--- src/rtl/pulse_cmd_if.sv ---
`default_nettype none
// ============================================================================
// Module   : pulse_cmd_if
// Brief    : Core-side pulse field writes/issue and released pulse command.
// Revision : 1.0 - initial release
// ============================================================================
interface pulse_cmd_if #(
   parameter int PHASE_WIDTH    = 17,
   parameter int FREQ_WIDTH     = 9,
   parameter int AMP_WIDTH      = 16,
   parameter int CFG_WIDTH      = 4,
   parameter int ENV_WORD_WIDTH = 24,
   parameter int TIME_WIDTH     = 32
);
   logic                      wr_phase;
   logic [PHASE_WIDTH-1:0]    phase_in;
   logic                      wr_freq;
   logic [FREQ_WIDTH-1:0]     freq_in;
   logic                      wr_amp;
   logic [AMP_WIDTH-1:0]      amp_in;
   logic                      wr_env;
   logic [ENV_WORD_WIDTH-1:0] env_in;
   logic                      wr_cfg;
   logic [CFG_WIDTH-1:0]      cfg_in;
   logic                      issue;
   logic [TIME_WIDTH-1:0]     issue_time;

   logic [PHASE_WIDTH-1:0]    phase;
   logic [FREQ_WIDTH-1:0]     freq;
   logic [AMP_WIDTH-1:0]      amp;
   logic [ENV_WORD_WIDTH-1:0] env_word;
   logic [CFG_WIDTH-1:0]      cfg;
   logic                      cstrobe;

   modport master (
      output wr_phase, phase_in, wr_freq, freq_in, wr_amp, amp_in,
             wr_env, env_in, wr_cfg, cfg_in, issue, issue_time,
      input  phase, freq, amp, env_word, cfg, cstrobe
   );

   modport slave (
      input  wr_phase, phase_in, wr_freq, freq_in, wr_amp, amp_in,
             wr_env, env_in, wr_cfg, cfg_in, issue, issue_time,
      output phase, freq, amp, env_word, cfg, cstrobe
   );
endinterface
`default_nettype wire

--- src/rtl/pulse_cmd_queue.sv ---
`default_nettype none
// ============================================================================
// Module   : pulse_cmd_queue
// Brief    : Shadowed pulse fields queued with a timestamp, released on time.
// Revision : 1.0 - initial release
// ============================================================================
module pulse_cmd_queue #(
   parameter int PHASE_WIDTH    = 17,
   parameter int FREQ_WIDTH     = 9,
   parameter int AMP_WIDTH      = 16,
   parameter int CFG_WIDTH      = 4,
   parameter int ENV_WORD_WIDTH = 24,
   parameter int TIME_WIDTH     = 32,
   parameter int DEPTH          = 8
) (
   input  wire logic              clk,
   input  wire logic              rst,
   input  wire logic              tref_rst,
   input  wire logic              flush,
   input  wire logic              clear_err,
   pulse_cmd_if.slave             cmd,
   output logic [TIME_WIDTH-1:0]  time_now,
   output logic [$clog2(DEPTH):0] count,
   output logic                   full,
   output logic                   empty,
   output logic                   overflow,
   output logic                   late
);
   localparam int c_ptr_w = $clog2(DEPTH);
   localparam int c_cnt_w = c_ptr_w + 1;

   typedef struct packed {
      logic [PHASE_WIDTH-1:0]    phase;
      logic [FREQ_WIDTH-1:0]     freq;
      logic [AMP_WIDTH-1:0]      amp;
      logic [ENV_WORD_WIDTH-1:0] env;
      logic [CFG_WIDTH-1:0]      cfg;
   } fields_t;

   typedef struct packed {
      fields_t               f;
      logic [TIME_WIDTH-1:0] stamp;
   } entry_t;

   logic [TIME_WIDTH-1:0]     r_time;
   logic [PHASE_WIDTH-1:0]    r_phase_sh;
   logic [FREQ_WIDTH-1:0]     r_freq_sh;
   logic [AMP_WIDTH-1:0]      r_amp_sh;
   logic [ENV_WORD_WIDTH-1:0] r_env_sh;
   logic [CFG_WIDTH-1:0]      r_cfg_sh;
   entry_t                    r_mem [DEPTH];
   logic [c_ptr_w-1:0]        r_wr_ptr;
   logic [c_ptr_w-1:0]        r_rd_ptr;
   logic [c_cnt_w-1:0]        r_count;
   fields_t                   r_out;
   logic                      r_cstrobe;
   logic                      r_overflow;
   logic                      r_late;

   entry_t                    w_snap;
   entry_t                    w_head;
   logic [TIME_WIDTH-1:0]     w_delta;
   logic                      w_full;
   logic                      w_push;
   logic                      w_drop;
   logic                      w_pop;
   logic                      w_late_rel;

   // Snapshot bypasses the shadows so a same-cycle write is captured.
   always_comb begin
      w_snap.f.phase = cmd.wr_phase ? cmd.phase_in : r_phase_sh;
      w_snap.f.freq  = cmd.wr_freq  ? cmd.freq_in  : r_freq_sh;
      w_snap.f.amp   = cmd.wr_amp   ? cmd.amp_in   : r_amp_sh;
      w_snap.f.env   = cmd.wr_env   ? cmd.env_in   : r_env_sh;
      w_snap.f.cfg   = cmd.wr_cfg   ? cmd.cfg_in   : r_cfg_sh;
      w_snap.stamp   = cmd.issue_time;
      w_head         = r_mem[r_rd_ptr];
      w_delta        = w_head.stamp - r_time;
      w_full         = (r_count == c_cnt_w'(DEPTH));
      w_push         = cmd.issue && !w_full && !flush;
      w_drop         = cmd.issue && w_full && !flush;
      // A negative distance (MSB set) means the stamp has already passed.
      w_pop          = (r_count != '0) && ((w_delta == '0) || w_delta[TIME_WIDTH-1]);
      w_late_rel     = w_pop && w_delta[TIME_WIDTH-1];
   end

   always_ff @(posedge clk or posedge rst) begin
      if (rst) begin
         r_phase_sh <= '0;
         r_freq_sh  <= '0;
         r_amp_sh   <= '0;
         r_env_sh   <= '0;
         r_cfg_sh   <= '0;
      end else begin
         if (cmd.wr_phase) r_phase_sh <= cmd.phase_in;
         if (cmd.wr_freq)  r_freq_sh  <= cmd.freq_in;
         if (cmd.wr_amp)   r_amp_sh   <= cmd.amp_in;
         if (cmd.wr_env)   r_env_sh   <= cmd.env_in;
         if (cmd.wr_cfg)   r_cfg_sh   <= cmd.cfg_in;
      end
   end

   // Storage needs no reset: entries are only read while count is non-zero.
   always_ff @(posedge clk) begin
      if (w_push) r_mem[r_wr_ptr] <= w_snap;
   end

   always_ff @(posedge clk or posedge rst) begin
      if (rst) begin
         r_time     <= '0;
         r_wr_ptr   <= '0;
         r_rd_ptr   <= '0;
         r_count    <= '0;
         r_out      <= '0;
         r_cstrobe  <= 1'b0;
         r_overflow <= 1'b0;
         r_late     <= 1'b0;
      end else begin
         r_time    <= tref_rst ? '0 : r_time + 1'b1;
         r_cstrobe <= w_pop;
         if (w_pop) r_out <= w_head.f;

         if (flush) begin
            r_wr_ptr <= '0;
            r_rd_ptr <= '0;
            r_count  <= '0;
         end else begin
            if (w_push) r_wr_ptr <= r_wr_ptr + 1'b1;
            if (w_pop)  r_rd_ptr <= r_rd_ptr + 1'b1;
            if (w_push && !w_pop)      r_count <= r_count + 1'b1;
            else if (!w_push && w_pop) r_count <= r_count - 1'b1;
         end

         if (w_drop)         r_overflow <= 1'b1;
         else if (clear_err) r_overflow <= 1'b0;

         if (w_late_rel)     r_late <= 1'b1;
         else if (clear_err) r_late <= 1'b0;
      end
   end

   assign cmd.phase    = r_out.phase;
   assign cmd.freq     = r_out.freq;
   assign cmd.amp      = r_out.amp;
   assign cmd.env_word = r_out.env;
   assign cmd.cfg      = r_out.cfg;
   assign cmd.cstrobe  = r_cstrobe;
   assign time_now     = r_time;
   assign count        = r_count;
   assign full         = w_full;
   assign empty        = (r_count == '0);
   assign overflow     = r_overflow;
   assign late         = r_late;
endmodule
`default_nettype wire

--- src/flat_wrapper.sv ---
// flat-port wrapper written by rule: the top's interface ports become plain ports
module pulse_cmd_queue_flat 
#(
   parameter int PHASE_WIDTH    = 17,
   parameter int FREQ_WIDTH     = 9,
   parameter int AMP_WIDTH      = 16,
   parameter int CFG_WIDTH      = 4,
   parameter int ENV_WORD_WIDTH = 24,
   parameter int TIME_WIDTH     = 32,
   parameter int DEPTH          = 8
)
  (clk, rst, tref_rst, flush, clear_err, time_now, count, full, empty, overflow, late, cmd_wr_phase, cmd_phase_in, cmd_wr_freq, cmd_freq_in, cmd_wr_amp, cmd_amp_in, cmd_wr_env, cmd_env_in, cmd_wr_cfg, cmd_cfg_in, cmd_issue, cmd_issue_time, cmd_phase, cmd_freq, cmd_amp, cmd_env_word, cmd_cfg, cmd_cstrobe);
  pulse_cmd_if #(.PHASE_WIDTH(PHASE_WIDTH), .FREQ_WIDTH(FREQ_WIDTH), .AMP_WIDTH(AMP_WIDTH), .CFG_WIDTH(CFG_WIDTH), .ENV_WORD_WIDTH(ENV_WORD_WIDTH), .TIME_WIDTH(TIME_WIDTH)) cmd_i ();
  input  wire logic clk;
  input  wire logic rst;
  input  wire logic tref_rst;
  input  wire logic flush;
  input  wire logic clear_err;
  output logic [TIME_WIDTH-1:0] time_now;
  output logic [$clog2(DEPTH):0] count;
  output logic full;
  output logic empty;
  output logic overflow;
  output logic late;
  input wire logic [$bits(cmd_i.wr_phase)-1:0] cmd_wr_phase;
  input wire logic [$bits(cmd_i.phase_in)-1:0] cmd_phase_in;
  input wire logic [$bits(cmd_i.wr_freq)-1:0] cmd_wr_freq;
  input wire logic [$bits(cmd_i.freq_in)-1:0] cmd_freq_in;
  input wire logic [$bits(cmd_i.wr_amp)-1:0] cmd_wr_amp;
  input wire logic [$bits(cmd_i.amp_in)-1:0] cmd_amp_in;
  input wire logic [$bits(cmd_i.wr_env)-1:0] cmd_wr_env;
  input wire logic [$bits(cmd_i.env_in)-1:0] cmd_env_in;
  input wire logic [$bits(cmd_i.wr_cfg)-1:0] cmd_wr_cfg;
  input wire logic [$bits(cmd_i.cfg_in)-1:0] cmd_cfg_in;
  input wire logic [$bits(cmd_i.issue)-1:0] cmd_issue;
  input wire logic [$bits(cmd_i.issue_time)-1:0] cmd_issue_time;
  output wire logic [$bits(cmd_i.phase)-1:0] cmd_phase;
  output wire logic [$bits(cmd_i.freq)-1:0] cmd_freq;
  output wire logic [$bits(cmd_i.amp)-1:0] cmd_amp;
  output wire logic [$bits(cmd_i.env_word)-1:0] cmd_env_word;
  output wire logic [$bits(cmd_i.cfg)-1:0] cmd_cfg;
  output wire logic [$bits(cmd_i.cstrobe)-1:0] cmd_cstrobe;
  assign cmd_i.wr_phase = cmd_wr_phase;
  assign cmd_i.phase_in = cmd_phase_in;
  assign cmd_i.wr_freq = cmd_wr_freq;
  assign cmd_i.freq_in = cmd_freq_in;
  assign cmd_i.wr_amp = cmd_wr_amp;
  assign cmd_i.amp_in = cmd_amp_in;
  assign cmd_i.wr_env = cmd_wr_env;
  assign cmd_i.env_in = cmd_env_in;
  assign cmd_i.wr_cfg = cmd_wr_cfg;
  assign cmd_i.cfg_in = cmd_cfg_in;
  assign cmd_i.issue = cmd_issue;
  assign cmd_i.issue_time = cmd_issue_time;
  assign cmd_phase = cmd_i.phase;
  assign cmd_freq = cmd_i.freq;
  assign cmd_amp = cmd_i.amp;
  assign cmd_env_word = cmd_i.env_word;
  assign cmd_cfg = cmd_i.cfg;
  assign cmd_cstrobe = cmd_i.cstrobe;
  pulse_cmd_queue #(.PHASE_WIDTH(PHASE_WIDTH), .FREQ_WIDTH(FREQ_WIDTH), .AMP_WIDTH(AMP_WIDTH), .CFG_WIDTH(CFG_WIDTH), .ENV_WORD_WIDTH(ENV_WORD_WIDTH), .TIME_WIDTH(TIME_WIDTH), .DEPTH(DEPTH)) u_core (.clk(clk), .rst(rst), .tref_rst(tref_rst), .flush(flush), .clear_err(clear_err), .cmd(cmd_i), .time_now(time_now), .count(count), .full(full), .empty(empty), .overflow(overflow), .late(late));
endmodule
--- config.mk ---
export PLATFORM = sky130hd
export DESIGN_NAME = pulse_cmd_queue_flat
export DESIGN_NICKNAME = d
export VERILOG_FILES = /design/src/rtl/pulse_cmd_if.sv /design/src/rtl/pulse_cmd_queue.sv /design/src/flat_wrapper.sv
export SDC_FILE = /design/constraint.sdc
export NUM_CORES = 1
export LEC_CHECK = 0
export ABC_AREA = 1
export BUFFER_PORTS_ARGS = -buffer_cell sky130_fd_sc_hd__buf_2
export CORE_MARGIN = 2
export CORE_UTILIZATION = 55
export DETAILED_ROUTE_END_ITERATION = 10
export HOLD_SLACK_MARGIN = 0.02
export PLACE_DENSITY = 0.76
export SLEW_MARGIN = 20
export SYNTH_ARGS = -nofsm -noshare
export SYNTH_HDL_FRONTEND = slang
export SYNTH_SLANG_ARGS = --single-unit
--- constraint.sdc ---
create_clock -name clk -period 5.3 [get_ports clk]
set_input_delay 0.53 -clock clk [delete_from_list [all_inputs] [get_ports clk]]
set_output_delay 0.53 -clock clk [all_outputs]
set_load 0.03 [all_outputs]
==> flow_summary.yaml <==
place:
  dp_slack_ps: 342
  dp_cells: 4486
  dpl-instance-area_um2: 43500
  place_hpwl_um: 54800
  io_buffers: 223
  routabilityCongestion: 0.942
floorplanning:
  initial_core_util_pct: 55.4
  die_area_um2: 77100
  rows: 100
  ioPinCount: 224
  die_y_um: 278
  die_w_um: 278
  design.core.area_um2: 74300
sta:
  whs_ps: -1.09
  fin_crit_sh_pct: 93.2
  skew_ps: 45.7
  setup_ws_ps: 360
  final_hold_viol_count: 2
  slew_headroom_pct: 25.8
  slew_violations: 0
  finalSetupTns_ps: 0
  period_minus_slack_ps: 4940
  timing.fmax_mhz: 202
  worst_slew_pin_slew_ps: 1110
  finalSetupViolCount: 0
synth:
  synth_top_area_share_pct: 59.5
  synth-seq-cells: 1001
  synth_seq_area_share_pct: 70.8
  synth-main-ff-cell: "edfxtp_1"
  syn_inst: 3415
  yosys.area.top_type: "edfxtp_1"
  async_reset_ff_share_pct: 18.5
  synthesis.area_um2: 41200
  syn_area_per_cell_um2: 12.1
  synth_edf_count: 816
  synth_cell_types: 39
  synth_warnings: 0
  syn_nets: 3566
  synthTopCellsByArea: "edfxtp_1, dfrtp_1, o21ai_0, nor2_1, nand2_1"
detailed_routing:
  vias: 27300
  first_pass_iters: 7
  routedWlPerCell_um: 20.8
  route.detailed.drc: 0
  drt_first_iter_violations: 2987
  ant_nets: 0
  drt_wl_total_um: 97700
  via_per_inst: 5.82
global_routing:
  grt_pass1_vias: 26700
  overflow: 0
  grt_use_total_pct: 25.3
  antenna_found_initial: 9
  grt_max_degree: 119
  grt_pass1_wl_um: 151000
clock_network:
  cts_buffers: 100
  root_buffer: "clkbuf_16"
  holdBufCountCts: 0
  clockBufferDepth: 3
  clock_sinks: 1001
  clk_pin_slew_ps: 60
  cts_tree: "built"
  h-tree-depth: 3
  clock_latency_ps: 680
pwr:
  power_w: 0.0256
  power_density_nw_per_um2: 545
  p_leak_nw: 17.3
  ir_drop_uv: 520
setup_path:
  worst-path-buf-inv: 4
  cp.required_ps: 5850
  end_kind: "register"
  path_common_cell: "nand2_1"
  start_kind: "register"
  crit_slowest_cell: "dfrtp_4"
  cp_slowest_stage_delay_ps: 530
  path_delay_family: "simple AND/OR/NAND/NOR gates"
  crit_fanout: 63
  arrival_ps: 5490
  critPathKind: "reg2reg"
cells_and_area:
  syn2layout_area_growth_pct: 14.0
  final_area_um2: 46900
  layout-drive-gt1-share_pct: 17.1
  nets: 3771
  final_cells: 4686
flow_run:
  maxCapViolations: 0
status:
  status: "finished, violations left"
  violations: "hold timing"
worst_hold_path:
  hold_class: "in2async"
==> kinds of logic (layout without fill, tap and decap cells) <==
family          count (synthesis)  after routing  share of synthesized area, %
xor+xnor                        5              5                         0.106
flops                        1001           1001                          70.8
mux                            70             70                          1.91
compound gates                829            829                          11.5
buf+inv                       376            668                          3.66
simple gates                 1096           1096                          10.8
other cells                     0             10                             0
fa+ha+maj                      38             38                          1.19
==> cell usage in the layout, fill, tap and decap left out, drive strengths merged, types with 4 or more instances in the layout <==
cell type / netlist / final
edfxtp: 816 / 816
nor2: 602 / 602
o21ai: 569 / 569
nand2: 374 / 374
buf: 25 / 287
inv: 189 / 197
dfrtp: 185 / 185
clkbuf: 159 / 125
o22ai: 102 / 102
o221ai: 74 / 74
mux2: 70 / 70
nand3: 62 / 62
a21oi: 44 / 44
clkinv: 3 / 43
ha: 36 / 36
a31oi: 32 / 32
nor3: 21 / 21
nand4: 15 / 15
nor4: 14 / 14
diode: 0 / 10
bufinv: 0 / 9
clkinvlp: 0 / 7
nand3b: 5 / 5
o21a: 4 / 4
==> what timing repair did <==
action	CTS	global route
buffers inserted	0	1
endpoints found under the setup margin	0	1
resized for setup	0	7
==> state kept, by name (all words and copies together) (netlist names) <==
signal and cells:
u_core.cmd.amp 16, u_core.cmd.cfg 4, u_core.cmd.cstrobe 1, u_core.cmd.env_word 24
u_core.cmd.freq 9, u_core.cmd.phase 17, u_core.count 4, u_core.late 1
u_core.overflow 1, u_core.r_amp_sh 16, u_core.r_cfg_sh 4, u_core.r_env_sh 24
u_core.r_freq_sh 9, u_core.r_mem 816, u_core.r_phase_sh 17, u_core.r_rd_ptr 3
u_core.r_wr_ptr 3, u_core.time_now 32
==> Yosys cell counts, types with 4 or more instances <==
cell	instances
a21oi_1	42
a31oi_1	32
buf_1	10
buf_6	12
clkbuf_1	159
dfrtp_1	185
edfxtp_1	816
ha_1	36
inv_1	184
inv_2	5
mux2_2	70
nand2_1	336
nand2_2	38
nand3_1	58
nand3_2	4
nand3b_1	5
nand4_1	15
nor2_1	593
nor2_2	9
nor3_1	20
nor4_1	14
o21a_1	4
o21ai_0	498
o21ai_1	40
o21ai_2	30
o221ai_1	74
o22ai_1	102
==> final cells by class <==
type                       count  area (um^2)
clock buffer                 125         2700
clock inverter                64          703
antenna                       10         25.0
inverter                     192          753
tap                          969         1210
fill                        5505        27400
timing repair buffer         287         1780
multi-input combinational   2038        10600
sequential                  1001        29100
==> path summary, 6_finish.rpt <==
path | slack (ps) | startpoint | endpoint | cells past startpoint
min reg2reg | 480 | u_core.cmd.amp[14] | u_core.cmd.amp[14] | 2
max reg2reg | 360 | u_core.r_rd_ptr[0] | u_core.count[3] | 31
min | -1 | rst | u_core.cmd.amp[12] | 2
min in group clk | 80 | clear_err | u_core.late | 2
max in group asynchronous | 4080 | rst | u_core.r_rd_ptr[1] | 3
max | 360 | u_core.r_rd_ptr[0] | u_core.count[3] | 31
==> stage by stage <==
stage	utilization (%)	hold slack [ps]
6_report	63.1	-1.09
5_1_grt	63.1	75.0
4_1_cts	63.0	37.8
3_5_place_dp	58.5	467
3_3_place_gp	58.5	468
2_1_floorplan	-	537
==> report_power, final <==
part / switching (W) / total (W) / internal, W
Combinational: 0.00614 / 0.00898 / 0.00283
Sequential: 0.000268 / 0.00944 / 0.00917
Clock: 0.00305 / 0.00716 / 0.00411
Total: 0.00946 / 0.0256 / 0.0161
==> worst register-to-register path: cells and delay by family, from the launching register on <==
| kind | cells | cell delay (ps) |
|---|---|---|
| simple gates | 20 | 1790 |
| flops | 1 | 530 |
| fa+ha+maj | 2 | 690 |
| compound gates | 5 | 1220 |
| buf+inv | 4 | 610 |
==> per-layer routing <==
layer | vias up | GRT usage, % | wire length, um | part of all wire (%)
li1 | 12600 | - | - | -
met2 | 1111 | 41.9 | 47600 | 49
met5 | - | 0 | 0 | 0
met4 | 0 | 8.12 | 2280 | 2.3
met1 | 13400 | 34.8 | 40800 | 42
met3 | 164 | 3.65 | 6940 | 7.1
Note: power is estimated with default switching activity, not from simulation.
